$ cat src/rtl/hamming_pkg.sv
// Shared Hamming code helpers: code geometry, data-position map and collector FSM states.
// Used by the serial decoder and by the combinational syndrome/correction block.
package hamming_pkg;

    typedef enum logic {
        IDLE  = 1'b0,
        SHIFT = 1'b1
    } coll_state_t;

    function automatic int n_of(input int r);
        return (1 << r) - 1;
    endfunction

    function automatic int k_of(input int r);
        return n_of(r) - r;
    endfunction

    function automatic logic is_pow2(input int pos);
        return (pos > 0) && ((pos & (pos - 1)) == 0);
    endfunction

    // 1-based codeword position of data bit j; data fills the non-power-of-two slots in ascending order
    function automatic int data_pos(input int r, input int j);
        int cnt;
        int pos;
        cnt = 0;
        pos = 0;
        for (int p = 1; p <= n_of(r); p++) begin
            if (!is_pow2(p)) begin
                if (cnt == j) pos = p;
                cnt++;
            end
        end
        return pos;
    endfunction

endpackage

$ cat src/rtl/hamming_syndrome.sv
// Combinational Hamming syndrome and single-bit correction over an N = 2^R-1 bit codeword.
// Bit i of the codeword is position i+1; correction is gated by i_corr_en.
module hamming_syndrome
    import hamming_pkg::*;
#(
    parameter  int R = 3,
    localparam int N = n_of(R)
) (
    input  logic [N-1:0] i_cw,
    input  logic         i_corr_en,
    output logic [R-1:0] o_syndrome,
    output logic [N-1:0] o_cw_corr,
    output logic         o_flipped
);

    logic [R-1:0] w_syn;

    // syndrome is the XOR of the indices of every set position
    always_comb begin
        w_syn = '0;
        for (int i = 0; i < N; i++) begin
            if (i_cw[i]) w_syn = w_syn ^ R'(i + 1);
        end
    end

    // N = 2^R-1, so every non-zero syndrome names a real position
    always_comb begin
        o_cw_corr = i_cw;
        for (int i = 0; i < N; i++) begin
            if (i_corr_en && (w_syn == R'(i + 1))) o_cw_corr[i] = ~i_cw[i];
        end
    end

    assign o_syndrome = w_syn;
    assign o_flipped  = i_corr_en && (w_syn != '0);

endmodule

$ cat src/rtl/hamming_serial_decoder.sv
// Serial LSB-first Hamming decoder with single-error correction and a one-entry valid/ready buffer.
// Define HAMMING_SECDED_EN to append an overall even-parity bit and flag double errors.
//
// state | meaning
// IDLE  | waiting for bit_valid & frame_start (position 1)
// SHIFT | collecting positions 2..last; frame_start restarts at position 1
module hamming_serial_decoder
    import hamming_pkg::*;
#(
    parameter  int R     = 3,
    parameter  int CNT_W = 8,
    localparam int N     = n_of(R),
    localparam int K     = k_of(R)
) (
    input  logic             clk1,
    input  logic             rst,
    input  logic             serial_in,
    input  logic             bit_valid,
    input  logic             frame_start,
    output logic [K-1:0]     data_out,
    output logic [N-1:0]     cw_out,
    output logic             out_valid,
    input  logic             out_ready,
    output logic             err_corrected,
    output logic             err_uncorrectable,
    output logic [R-1:0]     syndrome,
    output logic             overflow,
    output logic [CNT_W-1:0] corr_count
);

`ifdef HAMMING_SECDED_EN
    localparam int FL = N + 1;
`else
    localparam int FL = N;
`endif
    localparam int BW = $clog2(FL + 1);

    coll_state_t   r_state;
    coll_state_t   w_state_nxt;
    logic [BW-1:0] r_bit_cnt;
    logic [FL-1:0] r_shift;
    logic [FL-1:0] r_chk;
    logic          r_frame_done;

    logic w_start;
    logic w_take;
    logic w_last;

    assign w_start = bit_valid && frame_start;
    assign w_take  = (r_state == SHIFT) && bit_valid && !frame_start;
    assign w_last  = w_take && (r_bit_cnt == BW'(FL - 1));

    always_ff @(posedge clk1 or posedge rst) begin
        if (rst) r_state <= IDLE;
        else     r_state <= w_state_nxt;
    end

    always_comb begin
        w_state_nxt = r_state;
        if (w_start)     w_state_nxt = SHIFT;
        else if (w_last) w_state_nxt = IDLE;
    end

    always_ff @(posedge clk1 or posedge rst) begin
        if (rst) begin
            r_bit_cnt    <= '0;
            r_shift      <= '0;
            r_chk        <= '0;
            r_frame_done <= 1'b0;
        end else begin
            r_frame_done <= w_last;
            if (w_start) begin
                r_shift   <= FL'(serial_in);
                r_bit_cnt <= BW'(1);
            end else if (w_take) begin
                for (int i = 1; i < FL; i++) begin
                    if (r_bit_cnt == BW'(i)) r_shift[i] <= serial_in;
                end
                r_bit_cnt <= w_last ? '0 : r_bit_cnt + 1'b1;
            end
            // the last bit goes straight into the check register so a new frame can follow at once
            if (w_last) r_chk <= {serial_in, r_shift[FL-2:0]};
        end
    end

    logic [N-1:0] w_cw_corr;
    logic [R-1:0] w_syn;
    logic         w_flipped;
    logic         w_corr_en;
    logic         w_err_corr;
    logic         w_err_unc;

`ifdef HAMMING_SECDED_EN
    logic w_par_mis;
    assign w_par_mis  = ^r_chk;
    assign w_corr_en  = w_par_mis;
    // mismatch with zero syndrome means the parity bit itself flipped
    assign w_err_corr = w_flipped || (w_par_mis && (w_syn == '0));
    assign w_err_unc  = !w_par_mis && (w_syn != '0);
`else
    assign w_corr_en  = 1'b1;
    assign w_err_corr = w_flipped;
    assign w_err_unc  = 1'b0;
`endif

    hamming_syndrome #(.R(R)) u_syndrome (
        .i_cw       (r_chk[N-1:0]),
        .i_corr_en  (w_corr_en),
        .o_syndrome (w_syn),
        .o_cw_corr  (w_cw_corr),
        .o_flipped  (w_flipped)
    );

    logic [K-1:0] w_data;

    for (genvar j = 0; j < K; j++) begin : g_data
        localparam int P = data_pos(R, j) - 1;
        assign w_data[j] = w_cw_corr[P];
    end

    logic         r_res_vld;
    logic [K-1:0] r_res_data;
    logic [N-1:0] r_res_cw;
    logic [R-1:0] r_res_syn;
    logic         r_res_corr;
    logic         r_res_unc;

    always_ff @(posedge clk1 or posedge rst) begin
        if (rst) begin
            r_res_vld  <= 1'b0;
            r_res_data <= '0;
            r_res_cw   <= '0;
            r_res_syn  <= '0;
            r_res_corr <= 1'b0;
            r_res_unc  <= 1'b0;
        end else begin
            r_res_vld <= r_frame_done;
            if (r_frame_done) begin
                r_res_data <= w_data;
                r_res_cw   <= w_cw_corr;
                r_res_syn  <= w_syn;
                r_res_corr <= w_err_corr;
                r_res_unc  <= w_err_unc;
            end
        end
    end

    logic             r_out_valid;
    logic [K-1:0]     r_out_data;
    logic [N-1:0]     r_out_cw;
    logic [R-1:0]     r_out_syn;
    logic             r_out_corr;
    logic             r_out_unc;
    logic             r_overflow;
    logic [CNT_W-1:0] r_corr_count;

    always_ff @(posedge clk1 or posedge rst) begin
        if (rst) begin
            r_out_valid  <= 1'b0;
            r_out_data   <= '0;
            r_out_cw     <= '0;
            r_out_syn    <= '0;
            r_out_corr   <= 1'b0;
            r_out_unc    <= 1'b0;
            r_overflow   <= 1'b0;
            r_corr_count <= '0;
        end else if (r_res_vld && (!r_out_valid || out_ready)) begin
            r_out_valid <= 1'b1;
            r_out_data  <= r_res_data;
            r_out_cw    <= r_res_cw;
            r_out_syn   <= r_res_syn;
            r_out_corr  <= r_res_corr;
            r_out_unc   <= r_res_unc;
            if (r_res_corr && (r_corr_count != '1)) r_corr_count <= r_corr_count + 1'b1;
        end else begin
            // full and not draining: the incoming result is lost
            if (r_res_vld) r_overflow  <= 1'b1;
            if (out_ready) r_out_valid <= 1'b0;
        end
    end

    assign data_out          = r_out_data;
    assign cw_out            = r_out_cw;
    assign out_valid         = r_out_valid;
    assign err_corrected     = r_out_corr;
    assign err_uncorrectable = r_out_unc;
    assign syndrome          = r_out_syn;
    assign overflow          = r_overflow;
    assign corr_count        = r_corr_count;

endmodule

$ cat config.mk
export PLATFORM = sky130hd
export DESIGN_NAME = hamming_serial_decoder
export DESIGN_NICKNAME = d
export VERILOG_FILES = /design/src/rtl/hamming_pkg.sv /design/src/rtl/hamming_syndrome.sv /design/src/rtl/hamming_serial_decoder.sv
export SDC_FILE = /design/constraint.sdc
export NUM_CORES = 1
export LEC_CHECK = 0
export CORE_UTILIZATION = 40
export CTS_BUF_LIST = sky130_fd_sc_hd__clkbuf_8
export CTS_CLUSTER_DIAMETER = 100
export DETAILED_ROUTE_END_ITERATION = 16
export PLACE_DENSITY = 0.75
export SYNTH_ARGS = -nofsm -noshare
export SYNTH_HDL_FRONTEND = slang
export SYNTH_SLANG_ARGS = --single-unit
export TNS_END_PERCENT = 1
$ cat constraint.sdc
create_clock -name clk1 -period 1.7 [get_ports clk1]
set_input_delay 0.34 -clock clk1 [delete_from_list [all_inputs] [get_ports clk1]]
set_output_delay 0.34 -clock clk1 [all_outputs]
set_load 0.02 [all_outputs]
# --- Word level (Yosys, flattened, before mapping) ---
# Cells that the tools add are included.
word_totals:
  register_bits: 59
  output_inout_bits: 26
op_classes:
  n_reduce_logical: 25
  n_addsub: 2
  n_bitwise: 14
  muxes: 28
  n_eq_ne: 14
op_table:
  columns: ["cell", "count"]
  rows:
  - ["$eq 3x3->1 const B", 7]
  - ["$mux 3", 7]
  - ["$mux 1", 17]
  - ["$reduce_bool 2->1", 8]
  - ["$reduce_and 2->1", 7]
  - ["$eq 3x2->1 const B", 4]
  - ["$mux 5", 2]
  - ["$add 8x1->8 const B", 1]
  - ["$ne 8x8->1 const B", 1]
  - ["$not 1->1", 8]
  - ["$eq 3x1->1 const B", 2]
  - ["$logic_and 1x1->1", 6]
  - ["$not 2->2", 3]
  - ["$mux 2", 2]
  - ["$add 3x1->3 const B", 1]
  - ["$not 3->3", 1]
  - ["$reduce_bool 3->1", 1]
  - ["$logic_not 1->1", 2]
  - ["$not 1->1 const A", 2]
  - ["$logic_or 1x1->1", 1]

# --- Depth between registers and ports, before layout ---
# Gate-level depths: netlist of the first run.
logic_depth:
  word_depth: 13
  depth_mapped: 6
  depth_no_buf: 5

# --- By module ---
# From an unflattened synthesis of the first run, not the netlist that was laid out.
hier_totals:
  hier_cells: 192
  area_unflattened_um2: 2439.8
by_module_without_submodules:
  columns: ["mod", "seq_area_each_um2", "cells_each", "area_each_um2", "instances"]
  rows:
  - ["hamming_serial_decoder", 1276.2, 165, 2212.1, 1]
  - ["hamming_syndrome", 0.0, 27, 227.7, 1]

# --- Worst setup path after synthesis of the first run ---
# Ideal clock, no wire load.
synth_path:
  path_kind: "register to register"
  from: "reg r_chk[4]"
  to: "reg r_res_data[2]"
  path_stages_with_launch: 5
  arrival_time_ps: 1586
  path_slack_ps: 32
  path_buffers: 0
  setup_time_ps: 82
  cell_sequence: "dfrtp_1 -> xnor3_2 -> xor2_2 -> or4_1 -> a31oi_1"
synth_via:
  elab_chain_cells: 7
synth_rtl:
  columns: ["element", "line_no", "source"]
  rows:
  - ["start: declaration", "hamming_serial_decoder.sv:42", "logic [FL-1:0] r_chk;"]
  - ["start signal: assignment", "hamming_serial_decoder.sv:82", "if (w_last) r_chk <= {serial_in, r_shift[FL-2:0]};"]
  - ["$mux 3 (*)", "hamming_syndrome.sv:22", "if (i_cw[i]) w_syn = w_syn ^ R'(i + 1);"]
  - ["$not 2->2 (no source line)", null, null]
  - ["$mux 3 (*)", "hamming_syndrome.sv:22", null]
  - ["$not 3->3 (no source line)", null, null]
  - ["$mux 3 (*)", "hamming_syndrome.sv:22", null]
  - ["$eq 3x3->1 (*)", "hamming_syndrome.sv:30", "if (i_corr_en && (w_syn == R'(i + 1))) o_cw_corr[i] = ~i_cw[i];"]
  - ["$mux 1 (*)", "hamming_syndrome.sv:30", null]
  - ["end signal: assignment", "hamming_serial_decoder.sv:139", "r_res_data <= w_data;"]
  - ["end: declaration", "hamming_serial_decoder.sv:122", "logic [K-1:0] r_res_data;"]
# Mark *: on every way between the ends. The rest lies on a longest branch, timed or not.
# A chain may end at the register's enable or synchronous reset.

# --- Worst setup path after layout of the first run ---
layout_path:
  from: "reg r_chk[5]"
  to: "reg r_res_data[0]"
layout_via:
  elab_chain_cells: 5
layout_rtl:
  columns: ["element", "line_no"]
  rows:
  - ["$mux 3 (*)", "hamming_syndrome.sv:22"]
  - ["$not 3->3 (no source line)", null]
  - ["$mux 3 (*)", "hamming_syndrome.sv:22"]
  - ["$eq 3x2->1 (*)", "hamming_syndrome.sv:30"]
  - ["$mux 1 (*)", "hamming_syndrome.sv:30"]
# Marks and branches as above.

==> reports/metrics.cfg, run 1 <==
[critical_path]
worstPathMaxFanout = 5
crit_chain = xnor3_2 > xnor2_1 > or4_1 > a31oi_1
slowest_delay_ns = 0.46
crit_type = reg2reg
path_delay_family = XOR/XNOR gates
arrival_ns = 1.94
worst_setup_path_end_kind = flop
cpMaxStageDelayCell = dfrtp_2
critPathLaunchType = flop
worstPathRequired_ns = 1.92
path_buf_inv = 0

[logic_synthesis]
ys_ff_latch = 51
syn_nets = 210
synthesis.yosys.warnings = 0
syn_avg_cell_area_um2 = 11.8
synth_edf_count = 0
netlist_instances = 198
async_flop_share_pct = 100
syn_area_um2 = 2340
ys_types = 37
ys.flop_type = dfrtp_1
ys_seq_area_share_pct = 54.5

[placement]
port_buffers = 30
globalplace.congestion = 0.778
dpl.hpwl_mm = 3.11
placed_cells = 317

[clocking]
cts.path.max_buffers = 2
clkSinkCount = 51
cts_buffers = 5
cts_tree = built
cts-root-buf = clkbuf_8
postCtsHoldBufs = 0
htreeDepth = 2
clk_pin_slew_ns = 0.08
clock_latency_ns = 0.29

[routing]
avgRoutedWirePerCell_um = 13.2
num_vias = 1608
dr.first_iter.drc_count = 80
dr.pass1.iters = 4
via_per_inst = 4.96
ant_nets = 0
drc_errors = 0
routed_wl_mm = 4.27

[grt]
antenna_found_initial = 0
track_usage_pct = 15.7
grt_pass1_wl_mm = 7.67
grt_max_degree = 52
grt_pass1_vias = 1673
grt_overflow = 0

[timing]
slew_violations = 0
fin_crit_sh_pct = 101
hold_violations = 0
period_minus_slack_ns = 1.72
fmax_mhz = 581
setup_viol = 6
fin_ws_ns = -0.0221
hold_ws_ns = 0.402
rsz0062_at_grt = yes
skew_ns = 0.00173

[cells_and_area]
fin_nets = 264
multi_input_area_um2 = 1010
register_area_um2 = 1280
num_antenna_cells = 0
final_cells = 324
utilization_pct = 54.6
syn_to_final_growth_pct = 29.9
mostFrequentLayoutCells = dfrtp_1 (48), buf_4 (27), clkdlybuf4s50_1 (23)
fillers = 494
drive_gt1_share_pct = 27.0
layout_commonest_cell = dfrtp_1

[floorplan]
core.rowCount = 27
die_w_um = 78.5
initial_utilization_pct = 42.0
ioPinCount = 32
coreArea_um2 = 5570
die_h_um = 78.5
die-area_um2 = 6170

[power]
p_switching_w = 0.000965
leakage_nw = 1.54
sequentialPowerShare_pct = 49.6
internal-power_w = 0.00220
powerDensity_nw_per_um2 = 1040
swShare_pct = 30.5
power_frac_comb_pct = 28.9
finalPower_w = 0.00317
pwr-share-clk_pct = 21.5
vdd_drop_max_v = 0.000551

[job]
drv_cap = 0

[hold_path]
hold_path_class = in2async

[outcome]
status = complete, but fails checks
violations = negative setup slack

## cells in the mapped netlist, types with 2 or more instances
cell / instances / share of area (%)
dfrtp_1: 51 / 54
nor3_1: 4 / 0.85
buf_4: 5 / 1.6
inv_1: 6 / 0.96
nand3_1: 8 / 1.7
ha_1: 6 / 3.2
nand2_1: 10 / 1.6
nor2_1: 18 / 2.9
a31oi_1: 7 / 1.9
clkbuf_1: 5 / 0.80
xor2_2: 2 / 1.4
a21oi_1: 5 / 1.1
xor2_1: 7 / 2.6
or4_1: 6 / 1.9
mux2_2: 19 / 9.1
nand4_1: 3 / 0.80
mux2i_1: 4 / 1.7
o31ai_1: 7 / 2.2
xnor2_1: 7 / 2.6
## sequential cells by signal (all words and copies together), names as in the netlist, 4 cells and up
signal,flops
r_res_data,4
r_chk,7
corr_count,8
r_shift,6
data_out,4
## power by group through the flow
stage / sequential [W] / combinational, W / clock (W)
floorplan: 0.00157 / 0.000524 / 0
global placement: 0.00157 / 0.000842 / 0
detailed placement: 0.00159 / 0.000876 / 0
CTS: 0.00157 / 0.000917 / 0.000713
global route: 0.00160 / 0.00102 / 0.000760
finish: 0.00157 / 0.000914 / 0.000682
## timing repair
action | CTS | global route
endpoints found under the setup margin | 10 | 12
setup buffers | 0 | 0
endpoints found under the hold margin | 0 | 0
pin swaps | 3 | 1
resized for setup | 11 | 4
## logic make-up (layout without fill, tap and decap cells)
| logic type | after synthesis | count (layout) | share of synthesized area, % |
|---|---|---|---|
| xor+xnor | 18 | 18 | 8.33 |
| fa+ha+maj | 6 | 6 | 3.21 |
| mux | 23 | 23 | 10.8 |
| compound gates | 25 | 25 | 7.10 |
| buf+inv | 18 | 72 | 4.01 |
| flops | 51 | 51 | 54.5 |
| simple gates | 56 | 56 | 11.9 |
| other cells | 1 | 1 | 0.160 |
## worst reg2reg max path, cell delays in order, from the launching register on
cell	delay, ns
dfrtp_2	0.46
xnor3_2	0.42
xnor2_1	0.19
or4_1	0.41
a31oi_1	0.17
## layout make-up
cell class | count | area share, %
multi-input combinational | 129 | 33.3
sequential | 51 | 42.1
inverter | 6 | 0.740
clock inverter | 1 | 0.164
timing repair buffer | 59 | 18.1
clock buffer | 6 | 2.71
tap | 72 | 2.96
## per-stage QoR
step                      cell area (µm²)  TNS (ns)  worst slack, ns
after detailed placement             2900    -0.526          -0.0742
after global routing                 3040    -0.740           -0.143
after floorplan                      2340         0           0.0320
final                                3040   -0.0921          -0.0221
after CTS                            3030    -0.153          -0.0320
after global placement               2900   -0.0607          -0.0200
## path summary, 6_finish.rpt
kind / start / endpoint / slack, ns / cells past startpoint
max: r_chk[5] / r_res_data[0] / -0.02 / 4
min: rst / out_valid / 0.40 / 3
max reg2reg: r_chk[5] / r_res_data[0] / -0.02 / 4
min reg2reg: overflow / overflow / 0.48 / 1
max in group asynchronous: rst / r_chk[5] / 1.06 / 3
min in group clk1: overflow / overflow / 0.48 / 1
## routing by layer
layer / share of wire, % / GRT usage, % / wire length, µm
met2: 49 / 25.3 / 2080
met3: 2.6 / 3.49 / 111
met5: 0 / 0 / 0
met1: 48 / 21.0 / 2040
met4: 1.1 / 5.00 / 47
Power figures use the tool's default switching activity.
==> inputs of run 2 (changes only) <==
--- a/config.mk
+++ b/config.mk
@@ -5,11 +5,12 @@
 export SDC_FILE = /design/constraint.sdc
 export NUM_CORES = 1
 export LEC_CHECK = 0
-export CORE_UTILIZATION = 40
+export CORE_MARGIN = 2
+export CORE_UTILIZATION = 42
 export CTS_BUF_LIST = sky130_fd_sc_hd__clkbuf_8
 export CTS_CLUSTER_DIAMETER = 100
 export DETAILED_ROUTE_END_ITERATION = 16
-export PLACE_DENSITY = 0.75
+export PLACE_DENSITY = 0.77
 export SYNTH_ARGS = -nofsm -noshare
 export SYNTH_HDL_FRONTEND = slang
 export SYNTH_SLANG_ARGS = --single-unit
==> run 2 against run 1 <==
Largest power group unchanged; clock skew is 0.0014 ns higher; non-clock buffer count down 3; hold slack lost 0.0060 ns; clock-buffer cell count unchanged; global-route usage decreased by 0.47 points; routed wire length fell by 0.14%; critical path depth is the same; cell count fell by 0.93%; design area decreased by 1.4%; register-to-register slack got worse by 0.04 ns; largest cell class unchanged; the flow still finishes with violations (negative setup slack); fmax is 2.3% lower; combinational power is 2.7% lower.
==> reports/metrics.cfg, run 2 (same netlist as run 1, synthesis figures left out) <==
[job]
drv_cap = 0  ; unchanged

[clocking]
postCtsHoldBufs = 0  ; unchanged
clkSinkCount = 51  ; unchanged
clock_latency_ns = 0.30  ; about the same
cts.path.max_buffers = 2  ; unchanged
post-cts-setup-buffers = 0  ; unchanged
cts_tree = built
cts-root-buf = clkbuf_8
cts_buffers = 5  ; unchanged
clk_pin_slew_ns = 0.09  ; about the same
htreeDepth = 2  ; unchanged

[cells_and_area]
largest_reg_flops = 8  ; unchanged
layout_commonest_cell = dfrtp_1
mostFrequentLayoutCells = dfrtp_1 (49), buf_4 (24), clkdlybuf4s50_1 (23)
syn_to_final_growth_pct = 28.1
drive_gt1_share_pct = 25.3  ; -1.7 points
num_antenna_cells = 0  ; unchanged
fin_nets = 261  ; -1.1%

[grt]
antenna_found_initial = 0  ; unchanged
grt_overflow = 0  ; unchanged
grt_pass1_wl_mm = 7.38  ; -3.9%
grt_max_degree = 52  ; unchanged
grt_pass1_vias = 1597  ; -4.5%
track_usage_pct = 15.3  ; -0.47 points

[routing]
avgRoutedWirePerCell_um = 13.3  ; +0.79%
dr.first_iter.drc_count = 72  ; -10%
via_per_inst = 5.01  ; +0.93%
routed_wl_mm = 4.27  ; -0.14%
num_vias = 1608  ; unchanged
dr.pass1.iters = 4  ; unchanged
drc_errors = 0  ; unchanged
ant_nets = 0  ; unchanged

[hold_path]
hold_path_class = in2async

[timing]
skew_ns = 0.00317  ; +0.00143 ns
hold_ws_ns = 0.396  ; -0.00603 ns
fin_ws_ns = -0.0631  ; -0.0410 ns
setup_viol = 6  ; unchanged
hold_violations = 0  ; unchanged
slew_violations = 0  ; unchanged
fmax_mhz = 567  ; -2.3%
rsz0062_at_grt = yes
fin_crit_sh_pct = 104  ; +2.4 points
period_minus_slack_ns = 1.76  ; +0.0410 ns

[placement]
port_buffers = 30  ; unchanged
globalplace.congestion = 0.773  ; -0.63%
dpl.hpwl_mm = 3.10  ; -0.58%

[floorplan]
coreArea_um2 = 5440  ; -2.4%
ioPinCount = 32  ; unchanged
die-area_um2 = 6190  ; +0.40%
die_h_um = 78.7  ; +0.20%
die_w_um = 78.7  ; +0.20%
initial_utilization_pct = 43.1  ; +1.0 points
core.rowCount = 27  ; unchanged

[power]
powerDensity_nw_per_um2 = 1050  ; +1.2%
finalPower_w = 0.00316  ; -0.26%
vdd_drop_max_v = 0.000532  ; -3.5%
leakage_nw = 1.53  ; -0.96%

[critical_path]
worstPathMaxFanout = 6  ; +1
path_buf_inv = 0  ; unchanged
arrival_ns = 1.98  ; +0.04 ns
path_delay_family = XOR/XNOR gates
worstPathRequired_ns = 1.91  ; about the same
critPathLaunchType = flop
cpMaxStageDelayCell = dfrtp_2
crit_type = reg2reg
worst_setup_path_end_kind = flop
slowest_delay_ns = 0.46  ; about the same
crit_chain = xnor3_2 > xor2_2 > or4_1 > a31oi_1

[outcome]
status = complete, but fails checks
violations = negative setup slack

==> run 2: metal layers <==
layer / wire [µm] / global-route usage, %
met5: 0 / 0
met4: 59 / 6.14
met3: 115 / 2.53
met2: 2120 / 25.6
met1: 1970 / 19.7
==> run 2: power breakdown <==
part / internal (W) / total (W) / switching [W]
sequential: 0.00142 / 0.00157 / 0.000150
clock: 0.000320 / 0.000697 / 0.000377
combinational: 0.000446 / 0.000889 / 0.000443
total: 0.00219 / 0.00316 / 0.000970
==> run 2: path summary, 6_finish.rpt <==
check                         startpoint            end  slack (ns)  depth (start not counted)
setup / recovery                r_chk[5]  r_res_data[1]       -0.06                          4
hold / removal                       rst       overflow        0.40                          3
setup reg to reg                r_chk[5]  r_res_data[1]       -0.06                          4
hold reg to reg            err_corrected  err_corrected        0.48                          2
max in group asynchronous            rst       r_chk[5]        1.07                          3
min in group clk1          err_corrected  err_corrected        0.48                          2
==> run 2: repair_timing <==
| item | CTS | global route |
|---|---|---|
| resized for setup | 6 | 6 |
| endpoints found under the setup margin | 10 | 11 |
| pin swaps | 3 | 0 |
==> run 2: stage by stage <==
step / setup slack, ns / setup TNS [ns] / cells / utilization [%] / cell area [µm²]
2_1_floorplan: 0.0320 / 0 / 198 / - / 2340
3_3_place_gp: -0.0123 / -0.0155 / 314 / 53.0 / 2880
3_5_place_dp: -0.0962 / -0.878 / 314 / 53.0 / 2880
4_1_cts: -0.0693 / -0.261 / 321 / 54.8 / 2980
5_1_grt: -0.117 / -0.640 / 321 / 55.2 / 3000
6_report: -0.0631 / -0.218 / 321 / 55.2 / 3000
==> run 2: final cells by class <==
| type | instances | area [µm²] |
|---|---|---|
| fillers | 463 | 2440 |
| clock buffers | 6 | 82.6 |
| well taps | 72 | 90.1 |
| clock inverters | 1 | 5.00 |
| repair buffers | 56 | 527 |
| flip-flops and latches | 51 | 1280 |
| inverters | 6 | 22.5 |
| multi-input cells | 129 | 995 |
==> run 2: worst min-delay path, delay by kind of cell <==
kind     cells  cell delay, ns
buf+inv      3            0.73
==> inputs of run 3 (changes only) <==
--- a/config.mk
+++ b/config.mk
@@ -11,6 +11,7 @@
 export CTS_CLUSTER_DIAMETER = 100
 export DETAILED_ROUTE_END_ITERATION = 16
 export PLACE_DENSITY = 0.77
+export SETUP_SLACK_MARGIN = 0.4
 export SYNTH_ARGS = -nofsm -noshare
 export SYNTH_HDL_FRONTEND = slang
 export SYNTH_SLANG_ARGS = --single-unit
==> run 3 against run 2 <==
The flow still finishes with violations (negative setup slack); hold slack got worse by 0.0031 ns; sequential power about the same; sequential share of layout area decreased by 1.5 points; critical endpoint is now r_res_cw[0]; largest cell class unchanged; largest power group unchanged.
==> reports/metrics.cfg, run 3 (same netlist as run 1, synthesis figures left out) <==
[outcome]
status = complete, but fails checks
violations = negative setup slack

[cells_and_area]
fin_nets = 264  ; +1.1%
layout_commonest_cell = dfrtp_1
drive_gt1_share_pct = 47.4  ; +22 points
num_antenna_cells = 0  ; unchanged
largest_reg_flops = 8  ; unchanged
syn_to_final_growth_pct = 33.4
fillers = 439  ; -5.2%
mostFrequentLayoutCells = dfrtp_1 (43), buf_4 (25), buf_2 (23)
utilization_pct = 57.5  ; +2.3 points

[power]
swShare_pct = 31.1  ; +0.42 points
leakage_nw = 1.53  ; about the same
pwr-share-clk_pct = 23.0  ; +0.9 points
vdd_drop_max_v = 0.000496  ; -6.7%
sequentialPowerShare_pct = 48.5  ; -1.3 points
power_frac_comb_pct = 28.5  ; +0.3 points
internal-power_w = 0.00226  ; +3.5%
p_switching_w = 0.00102  ; +5.6%
powerDensity_nw_per_um2 = 1050  ; about the same

[critical_path]
rr_startpoint = r_chk[5]
crit_type = reg2reg
worstPathRequired_ns = 1.93  ; +0.02 ns
worstReg2RegEnd = r_res_cw[0]
arrival_ns = 1.99  ; about the same
rrSetupSlack_ns = -0.06  ; about the same
worst_setup_path_end_kind = flop
rr_worst_depth = 4  ; unchanged
crit_path_start = r_chk[5]
critPathLaunchType = flop
worstPathMaxFanout = 5  ; -1

[grt]
grt_pass1_wl_mm = 8.09  ; +9.7%
grt_overflow = 0  ; unchanged
track_usage_pct = 16.7  ; +1.4 points
antenna_found_initial = 0  ; unchanged
grt_max_degree = 29  ; -44%
grt_pass1_vias = 1673  ; +4.8%

[timing]
relSlewSlack_pct = 55.5
skew_ns = 0.00810  ; +0.00494 ns
rsz0062_at_grt = yes
fmax_mhz = 569  ; +0.38%
setup_viol = 6  ; unchanged
fin_crit_sh_pct = 103  ; -0.39 points
hold_violations = 0  ; unchanged
worst_pin_slew_ns = 0.667
hold_ws_ns = 0.392  ; -0.00311 ns
period_minus_slack_ns = 1.76  ; -0.00670 ns
fin_ws_ns = -0.0564  ; +0.00670 ns
slew_violations = 0  ; unchanged

[hold_path]
hold_path_class = in2async

[routing]
routed_wl_mm = 4.67  ; +9.4%
via_per_inst = 5.12  ; +2.3%
ant_nets = 0  ; unchanged
avgRoutedWirePerCell_um = 14.4  ; +8.1%
num_vias = 1665  ; +3.5%
drc_errors = 0  ; unchanged
dr.first_iter.drc_count = 85  ; +18%
dr.pass1.iters = 4  ; unchanged

[floorplan]
core.rowCount = 27  ; unchanged
die_w_um = 78.7  ; unchanged
coreArea_um2 = 5440  ; unchanged
die-area_um2 = 6190  ; unchanged
die_h_um = 78.7  ; unchanged
ioPinCount = 32  ; unchanged
initial_utilization_pct = 43.1  ; unchanged

[clocking]
clkSinkCount = 51  ; unchanged
cts_buffers = 5  ; unchanged
cts.path.max_buffers = 2  ; unchanged
cts-root-buf = clkbuf_8
htreeDepth = 2  ; unchanged
cts_tree = built
clk_pin_slew_ns = 0.09  ; about the same
clock_latency_ns = 0.30  ; about the same

[placement]
port_buffers = 30  ; unchanged
dpl.hpwl_mm = 3.22  ; +4.0%
globalplace.congestion = 0.802  ; +3.7%

[job]
drv_cap = 0  ; unchanged

run 3: metal layers:
metal  vias up  wire length (µm)  GRT usage [%]
met5         -                 0              0
met4         0                76           5.26
met3         9               175           4.02
met2        32              2300           27.9
met1       824              2120           21.5
li1        800                 -              -
run 3: critical path: stages (launching register included):
cell	delay [ns]
dfrtp_2	0.46
xnor2_2	0.32
xnor2_1	0.21
or4_1	0.51
a31oi_1	0.18
run 3: what timing repair did:
item	4_1_cts	5_1_grt
resized for setup	134	27
pin swaps	15	17
setup endpoints to repair	67	45
hold buffers	0	0
buffers inserted	1	0
run 3: how the worst max path moves through the flow:
| stage | endpoint | slack [ns] | depth (start not counted) |
|---|---|---|---|
| floorplan | r_res_data[2] | 0.06 | 4 |
| global placement | r_res_cw[0] | -0.03 | 4 |
| detailed placement | r_res_cw[0] | -0.06 | 4 |
| CTS | r_res_cw[0] | -0.05 | 4 |
| global route | r_res_cw[3] | -0.13 | 4 |
| finish | r_res_cw[0] | -0.06 | 4 |
run 3: through the flow:
| stage | area (µm²) | setup TNS, ns | power (W) | setup WS [ns] | cells |
|---|---|---|---|---|---|
| 2_1_floorplan | 2340 | 0 | 0.00210 | 0.0611 | 198 |
| 3_3_place_gp | 2880 | -0.0518 | 0.00242 | -0.0292 | 316 |
| 3_5_place_dp | 2880 | -0.476 | 0.00246 | -0.0552 | 316 |
| 4_1_cts | 3110 | -0.255 | 0.00326 | -0.0471 | 325 |
| 5_1_grt | 3130 | -0.758 | 0.00349 | -0.134 | 325 |
| 6_report | 3130 | -0.213 | 0.00329 | -0.0564 | 325 |
run 3: layout make-up:
type / count / area [µm²] / area share, %
sequential: 51 / 1290 / 41.2
multi-input combinational: 129 / 1190 / 38.2
timing repair buffer: 59 / 429 / 13.7
clock buffer: 7 / 96.3 / 3.08
tap: 72 / 90.1 / 2.88
inverter: 6 / 22.5 / 0.721
clock inverter: 1 / 7.51 / 0.240
run 3: power groups by stage:
stage / logic (W) / registers, W / clock network, W
2_1_floorplan: 0.000525 / 0.00157 / 0
3_3_place_gp: 0.000839 / 0.00158 / 0
3_5_place_dp: 0.000874 / 0.00159 / 0
4_1_cts: 0.000900 / 0.00159 / 0.000775
5_1_grt: 0.00104 / 0.00162 / 0.000822
6_report: 0.000938 / 0.00159 / 0.000757
